`config.mk`:
```
export PLATFORM = sky130hd
export DESIGN_NAME = if_stage_mq
export DESIGN_NICKNAME = d
export VERILOG_FILES = /design/src/rtl/if_stage_mq_pkg.sv /design/src/rtl/fetch_fifo.sv /design/src/rtl/if_stage_mq.sv
export SDC_FILE = /design/constraint.sdc
export NUM_CORES = 1
export LEC_CHECK = 0
export CAP_MARGIN = 20
export CORE_UTILIZATION = 60
export CTS_BUF_LIST = sky130_fd_sc_hd__clkbuf_16
export DETAILED_ROUTE_END_ITERATION = 16
export DONT_BUFFER_PORTS = 1
export PLACE_DENSITY = 0.76
export SLEW_MARGIN = 10
export SYNTH_ARGS = -nofsm -noshare
export SYNTH_HDL_FRONTEND = slang
export SYNTH_SLANG_ARGS = --single-unit
```
`constraint.sdc`:
```
create_clock -name clk -period 4.4 [get_ports clk]
set_input_delay 0.66 -clock clk [delete_from_list [all_inputs] [get_ports clk]]
set_output_delay 0.66 -clock clk [all_outputs]
set_load 0.005 [all_outputs]
```
`src/rtl/if_stage_mq_pkg.sv`:
```
// Shared fetch-stage constants and the fetch-to-decode bus packing helper.
package if_stage_mq_pkg;

    localparam int          FS_TO_DS_BUS_WD = 72;
    localparam logic [5:0]  ECODE_ADE       = 6'h08;
    localparam logic        ESUBCODE_ADEF   = 1'b0;
    localparam logic [31:0] ADEF_INST       = 32'h0010_0000;

    function automatic logic [FS_TO_DS_BUS_WD-1:0] pack_fs_bus(
        input logic        esubcode,
        input logic [5:0]  ecode,
        input logic        ex,
        input logic [31:0] inst,
        input logic [31:0] pc
    );
        return {esubcode, ecode, ex, inst, pc};
    endfunction

endpackage

```
`src/rtl/fetch_fifo.sv`:
```
// Generic synchronous FIFO with clear; push is registered, head is read combinationally.
// Latency 1 cycle push->head; push while full and pop while empty are ignored.
module fetch_fifo #(
    parameter  int WIDTH = 32,
    parameter  int DEPTH = 2,
    localparam int CNT_W = $clog2(DEPTH + 1)
) (
    input  logic             clk,
    input  logic             reset,
    input  logic             clear,
    input  logic             push,
    input  logic [WIDTH-1:0] push_data,
    input  logic             pop,
    output logic [WIDTH-1:0] head,
    output logic [CNT_W-1:0] count
);
    localparam int PTR_W = (DEPTH > 1) ? $clog2(DEPTH) : 1;

    logic [WIDTH-1:0] mem [DEPTH];
    logic [PTR_W-1:0] wr_ptr;
    logic [PTR_W-1:0] rd_ptr;
    logic             do_push;
    logic             do_pop;

    // Pointers wrap explicitly so DEPTH need not be a power of two.
    function automatic logic [PTR_W-1:0] ptr_next(input logic [PTR_W-1:0] p);
        return (p == PTR_W'(DEPTH - 1)) ? '0 : p + PTR_W'(1);
    endfunction

    assign do_push = push & (count != CNT_W'(DEPTH));
    assign do_pop  = pop & (count != '0);
    assign head    = mem[rd_ptr];

    always_ff @(posedge clk) begin
        if (reset || clear) begin
            wr_ptr <= '0;
            rd_ptr <= '0;
            count  <= '0;
        end else begin
            if (do_push) wr_ptr <= ptr_next(wr_ptr);
            if (do_pop)  rd_ptr <= ptr_next(rd_ptr);
            count <= count + CNT_W'(do_push) - CNT_W'(do_pop);
        end
    end

    always_ff @(posedge clk) begin
        if (do_push) mem[wr_ptr] <= push_data;
    end

endmodule

```
`src/rtl/if_stage_mq.sv`:
```
// Instruction fetch with up to MAX_OUTSTANDING pipelined SRAM requests and an IBUF to decode.
// Latency: data_ok -> fs_to_ds_valid 1 cycle; requests throttle on IBUF space, stale data dropped by cancel count.
module if_stage_mq
    import if_stage_mq_pkg::*;
#(
    parameter int          MAX_OUTSTANDING = 2,
    parameter int          IBUF_DEPTH      = 4,
    parameter logic [31:0] RESET_PC        = 32'h1c00_0000
) (
    input  logic                       clk,
    input  logic                       reset,
    input  logic                       flush_valid,
    input  logic [31:0]                flush_pc,
    input  logic                       br_valid,
    input  logic [31:0]                br_pc,
    input  logic                       br_stall,
    output logic                       inst_sram_req,
    output logic                       inst_sram_wr,
    output logic [1:0]                 inst_sram_size,
    output logic [3:0]                 inst_sram_wstrb,
    output logic [31:0]                inst_sram_addr,
    output logic [31:0]                inst_sram_wdata,
    input  logic                       inst_sram_addr_ok,
    input  logic                       inst_sram_data_ok,
    input  logic [31:0]                inst_sram_rdata,
    input  logic                       ds_allowin,
    output logic                       fs_to_ds_valid,
    output logic [FS_TO_DS_BUS_WD-1:0] fs_to_ds_bus
);
    localparam int QCNT_W  = $clog2(MAX_OUTSTANDING + 1);
    localparam int IBCNT_W = $clog2(IBUF_DEPTH + 1);

    logic [31:0]                fetch_pc;
    logic [QCNT_W-1:0]          cancel_cnt;
    logic                       halt;
    logic [QCNT_W-1:0]          inflight;
    logic [QCNT_W-1:0]          live;
    logic [IBCNT_W-1:0]         ibuf_cnt;
    logic [31:0]                pcq_head;
    logic [FS_TO_DS_BUS_WD-1:0] ibuf_din;
    logic                       redirect;
    logic [31:0]                redirect_pc;
    logic                       pc_ok;
    logic                       room;
    logic                       req_fire;
    logic                       resp_keep;
    logic                       adef_fire;
    logic                       ibuf_push;
    logic                       ibuf_pop;

    assign redirect    = flush_valid | br_valid;
    assign redirect_pc = flush_valid ? flush_pc : br_pc;
    assign pc_ok       = fetch_pc[1:0] == 2'b00;
    assign live        = inflight - cancel_cnt;
    // Reserve IBUF slots for every response that will actually be kept.
    assign room        = (int'(ibuf_cnt) + int'(live)) < IBUF_DEPTH;

    assign inst_sram_req   = ~reset & ~halt & ~br_stall & ~redirect & pc_ok
                           & (int'(inflight) < MAX_OUTSTANDING) & room;
    assign inst_sram_wr    = 1'b0;
    assign inst_sram_size  = 2'b10;
    assign inst_sram_wstrb = 4'b0000;
    assign inst_sram_addr  = fetch_pc;
    assign inst_sram_wdata = 32'h0;

    assign req_fire  = inst_sram_req & inst_sram_addr_ok;
    assign resp_keep = inst_sram_data_ok & (cancel_cnt == '0) & ~redirect;
    // Raise ADEF only once all older fetches have drained, so it stays in program order.
    assign adef_fire = ~pc_ok & (live == '0) & (int'(ibuf_cnt) < IBUF_DEPTH) & ~redirect & ~halt;
    assign ibuf_push = resp_keep | adef_fire;
    assign ibuf_pop  = fs_to_ds_valid & ds_allowin;
    assign ibuf_din  = adef_fire ? pack_fs_bus(ESUBCODE_ADEF, ECODE_ADE, 1'b1, ADEF_INST, fetch_pc)
                                 : pack_fs_bus(1'b0, 6'h00, 1'b0, inst_sram_rdata, pcq_head);

    assign fs_to_ds_valid = ibuf_cnt != '0;

    always_ff @(posedge clk) begin
        if (reset) begin
            fetch_pc   <= RESET_PC;
            cancel_cnt <= '0;
            halt       <= 1'b0;
        end else if (redirect) begin
            fetch_pc   <= redirect_pc;
            halt       <= 1'b0;
            cancel_cnt <= inflight - QCNT_W'(inst_sram_data_ok);
        end else begin
            if (req_fire) fetch_pc <= fetch_pc + 32'd4;
            if (inst_sram_data_ok && cancel_cnt != '0) cancel_cnt <= cancel_cnt - QCNT_W'(1);
            if (adef_fire) halt <= 1'b1;
        end
    end

    fetch_fifo #(.WIDTH(32), .DEPTH(MAX_OUTSTANDING)) u_pc_q (
        .clk       (clk),
        .reset     (reset),
        .clear     (1'b0),
        .push      (req_fire),
        .push_data (fetch_pc),
        .pop       (inst_sram_data_ok),
        .head      (pcq_head),
        .count     (inflight)
    );

    fetch_fifo #(.WIDTH(FS_TO_DS_BUS_WD), .DEPTH(IBUF_DEPTH)) u_ibuf (
        .clk       (clk),
        .reset     (reset),
        .clear     (redirect),
        .push      (ibuf_push),
        .push_data (ibuf_din),
        .pop       (ibuf_pop),
        .head      (fs_to_ds_bus),
        .count     (ibuf_cnt)
    );

    a_data_ok_has_request: assert property (@(posedge clk) disable iff (reset)
        inst_sram_data_ok |-> inflight != '0);

endmodule

```
==> impl_metrics.yaml <==
synthesis:
  yosysSeqAreaShare_pct: 68.85
  yosysMostFrequentCell: "edfxtp_1"
  synthTopCellsByCount: "edfxtp_1 (324), mux4_2 (65), nand2_1 (54), dfxtp_1 (49), buf_4 (46)"
  synthCells: 966
  yosysTopAreaCell: "edfxtp_1"
  synth_compound_area_share_pct: 5.301
  synth_area_mm2: 0.01555
  synth_top_area_share_pct: 62.55
  ys_ff_latch: 373
  synth_ff_type: "edfxtp_1"
  synth_edf_count: 324
  synth_simple_gate_area_share_pct: 6.845
  synth_top_family_by_area: "multiplexers"
  synth_fa_ha_area_share_pct: 1.255
  yosysWarnings: 0
  synth-xor-area-share_pct: 1.351
  synth_area_per_cell_um2: 16.10
  synth_cell_type_count: 67
  synth_mux_area_share_pct: 12.11
  synth_area_leaders: "edfxtp_1 (63%), mux4_2 (9.4%), dfxtp_1 (6.3%)"
  async_reset_ff_share_pct: 0
grt:
  grt_antenna_before_repair: 0
  grt_overflow_total: 0
  grt_max_degree: 102
  grt_pass1_vias: 7924
  grt_util_all_layers_pct: 22.99
  grt_first_pass_wirelength_um: 45810
timing:
  clock_skew_ns: 0.01929
  max_freq_mhz: 280.9
  rsz0062_at_grt: "false"
  setup_viol: 0
  layout_setup_ws_ns: 0.8399
  worst_pin_slew_ns: 1.063
  maxSlewViolCount: 0
  layout_min_cycle_time_ns: 3.560
  post-route-period-util_pct: 80.91
  whs_ns: 0.2010
  relSlewSlack_pct: 28.45
  tns_ns: 0
  hold_viol_final: 0
clock_network:
  cts_resized: 0
  htreeDepth: 2
  cts_setup_buffers: 0
  clk_path_buf_depth: 3
  clkSinkCount: 373
  cts_hold_buf: 0
  clk_pin_slew_worst_paths_ns: 0.06
  worstSkewPairLatency_ns: 0.51
  cts_buffers: 37
  root_buffer: "clkbuf_16"
  cts_tree: "yes"
run_status:
  status: "finished clean"
detailed_routing:
  finalWirelength_um: 30180
  drt_pass1_iterations: 9
  routedWlPerCell_um: 23.09
  num_vias: 8046
  drt_iter0_drc: 695
  ant_nets: 0
  routed_via_density: 6.156
  drc_errors: 0
pwr:
  vdd_drop_max_mv: 0.2961
  power.leakage_uw: 0.005327
  p_per_area_mw_per_mm2: 471.7
placement:
  place.gp.congestion: 0.8561
  hpwl_um: 18360
  dpl_worst_slack_ns: 0.8656
  place_inst: 1241
  place_area_mm2: 0.01561
  port_buffers: 0
final_layout:
  final_nets: 1070
  area_growth_pct: 7.963
  antenna_cells: 0
  fin_area_mm2: 0.01679
  drive_gt1_share_pct: 15.05
  n_fill_cell: 1708
  stdcell_count: 1307
floorplan:
  num_rows: 58
  ios: 249
  die_x_um: 163.0
  start_util_pct: 61.42
  dieArea_mm2: 0.02657
  core_area_mm2: 0.02533
  die_y_um: 163.0
setup_path:
  required_ns: 4.53
  critPathKind: "flop to flop"
  end_kind: "flop"
  start_kind: "flop"
  worstPathArrival_ns: 3.69
  worst-path-max-fanout: 32
job:
  max_cap_viol_count: 0
worst_hold_path:
  hold_class: "primary input to flop"
worst max-delay path, cell delays in order, from the launching register on:
cell     delay (ns)
dfxtp_1        0.44
xnor2_1        0.21
xnor2_1        0.11
ha_1           0.19
or4b_2         0.60
or4_4          0.61
inv_2          0.29
and2_2         0.70
cell type report:
cell class,instances,area (um^2),share of cell area (%)
sequential,373,10720,63.83
timing repair buffer,5,50.05,0.2980
inverter,17,63.81,0.3800
clock buffer,37,925.9,5.513
clock inverter,28,246.5,1.468
tap,330,412.9,2.459
multi-input combinational,517,4375,26.05
path summary, 6_finish.rpt:
kind | start | end | slack [ns] | depth (start not counted)
min | reset | inst_sram_addr[18] | 0.20 | 1
min reg2reg | u_ibuf.rd_ptr[1] | flop | 0.49 | 2
max | u_pc_q.count[1] | u_pc_q.mem[1][26] | 0.84 | 7
max reg2reg | u_pc_q.count[1] | u_pc_q.mem[1][26] | 0.84 | 7
layer usage:
| metal | GRT usage (%) | vias to the layer above | wire length (um) |
|---|---|---|---|
| li1 | - | 3616 | - |
| met1 | 31.09 | 4035 | 12600 |
| met2 | 37.78 | 341 | 14860 |
| met3 | 4.749 | 54 | 2038 |
| met4 | 6.967 | 0 | 685 |
| met5 | 0 | - | 0 |
cell families after synthesis:
| logic type | Yosys count |
|---|---|
| adders and majority gates | 15 |
| other | 2 |
| DFF | 373 |
| muxes | 107 |
| buffers and inverters | 119 |
| xor gates and xnor gates | 24 |
| AOI/OAI and AO/OA | 126 |
| and+or+nand+nor | 200 |
registers in the layout, summed over array words and instances (netlist names), named ones only:
register	count
halt	1
u_ibuf.mem	260
inst_sram_addr	32
u_pc_q.mem	64
cancel_cnt	2
u_pc_q.rd_ptr	1
u_ibuf.wr_ptr	2
u_pc_q.wr_ptr	1
u_ibuf.rd_ptr	2
u_pc_q.count	2
u_ibuf.count	3
power by group:
group / total (uW) / switching [uW] / leakage (uW) / internal [uW]
registers: 4230 / 163 / 0.00334 / 4070
logic: 650 / 374 / 0.00139 / 275
clock network: 3040 / 1230 / 0.000599 / 1820
stage by stage:
stage,total power (uW),utilization (%)
2_1_floorplan,4788,-
3_3_place_gp,4927,61.65
3_5_place_dp,4956,61.65
4_1_cts,7975,66.28
5_1_grt,8184,66.31
6_report,7922,66.31
cells in the final DEF (no fill, tap or decap), drive strengths merged, types with 4 or more instances in the layout:
cell type  instances
nand2             55
a211oi            11
mux2i             42
bufinv             5
clkinv            15
nor4               7
xnor2             17
ha                14
nor2              35
mux4              65
inv               24
conb              45
xor2               7
nand3             16
nor3              13
a21oi             16
nand4              6
o22ai             10
and3               5
or3                4
o21ai             43
a22oi             14
edfxtp           324
a221oi             4
and2               9
nor2b             33
dfxtp             49
buf                5
and4               5
clkbuf            37
(Power assumes the default switching activity.)
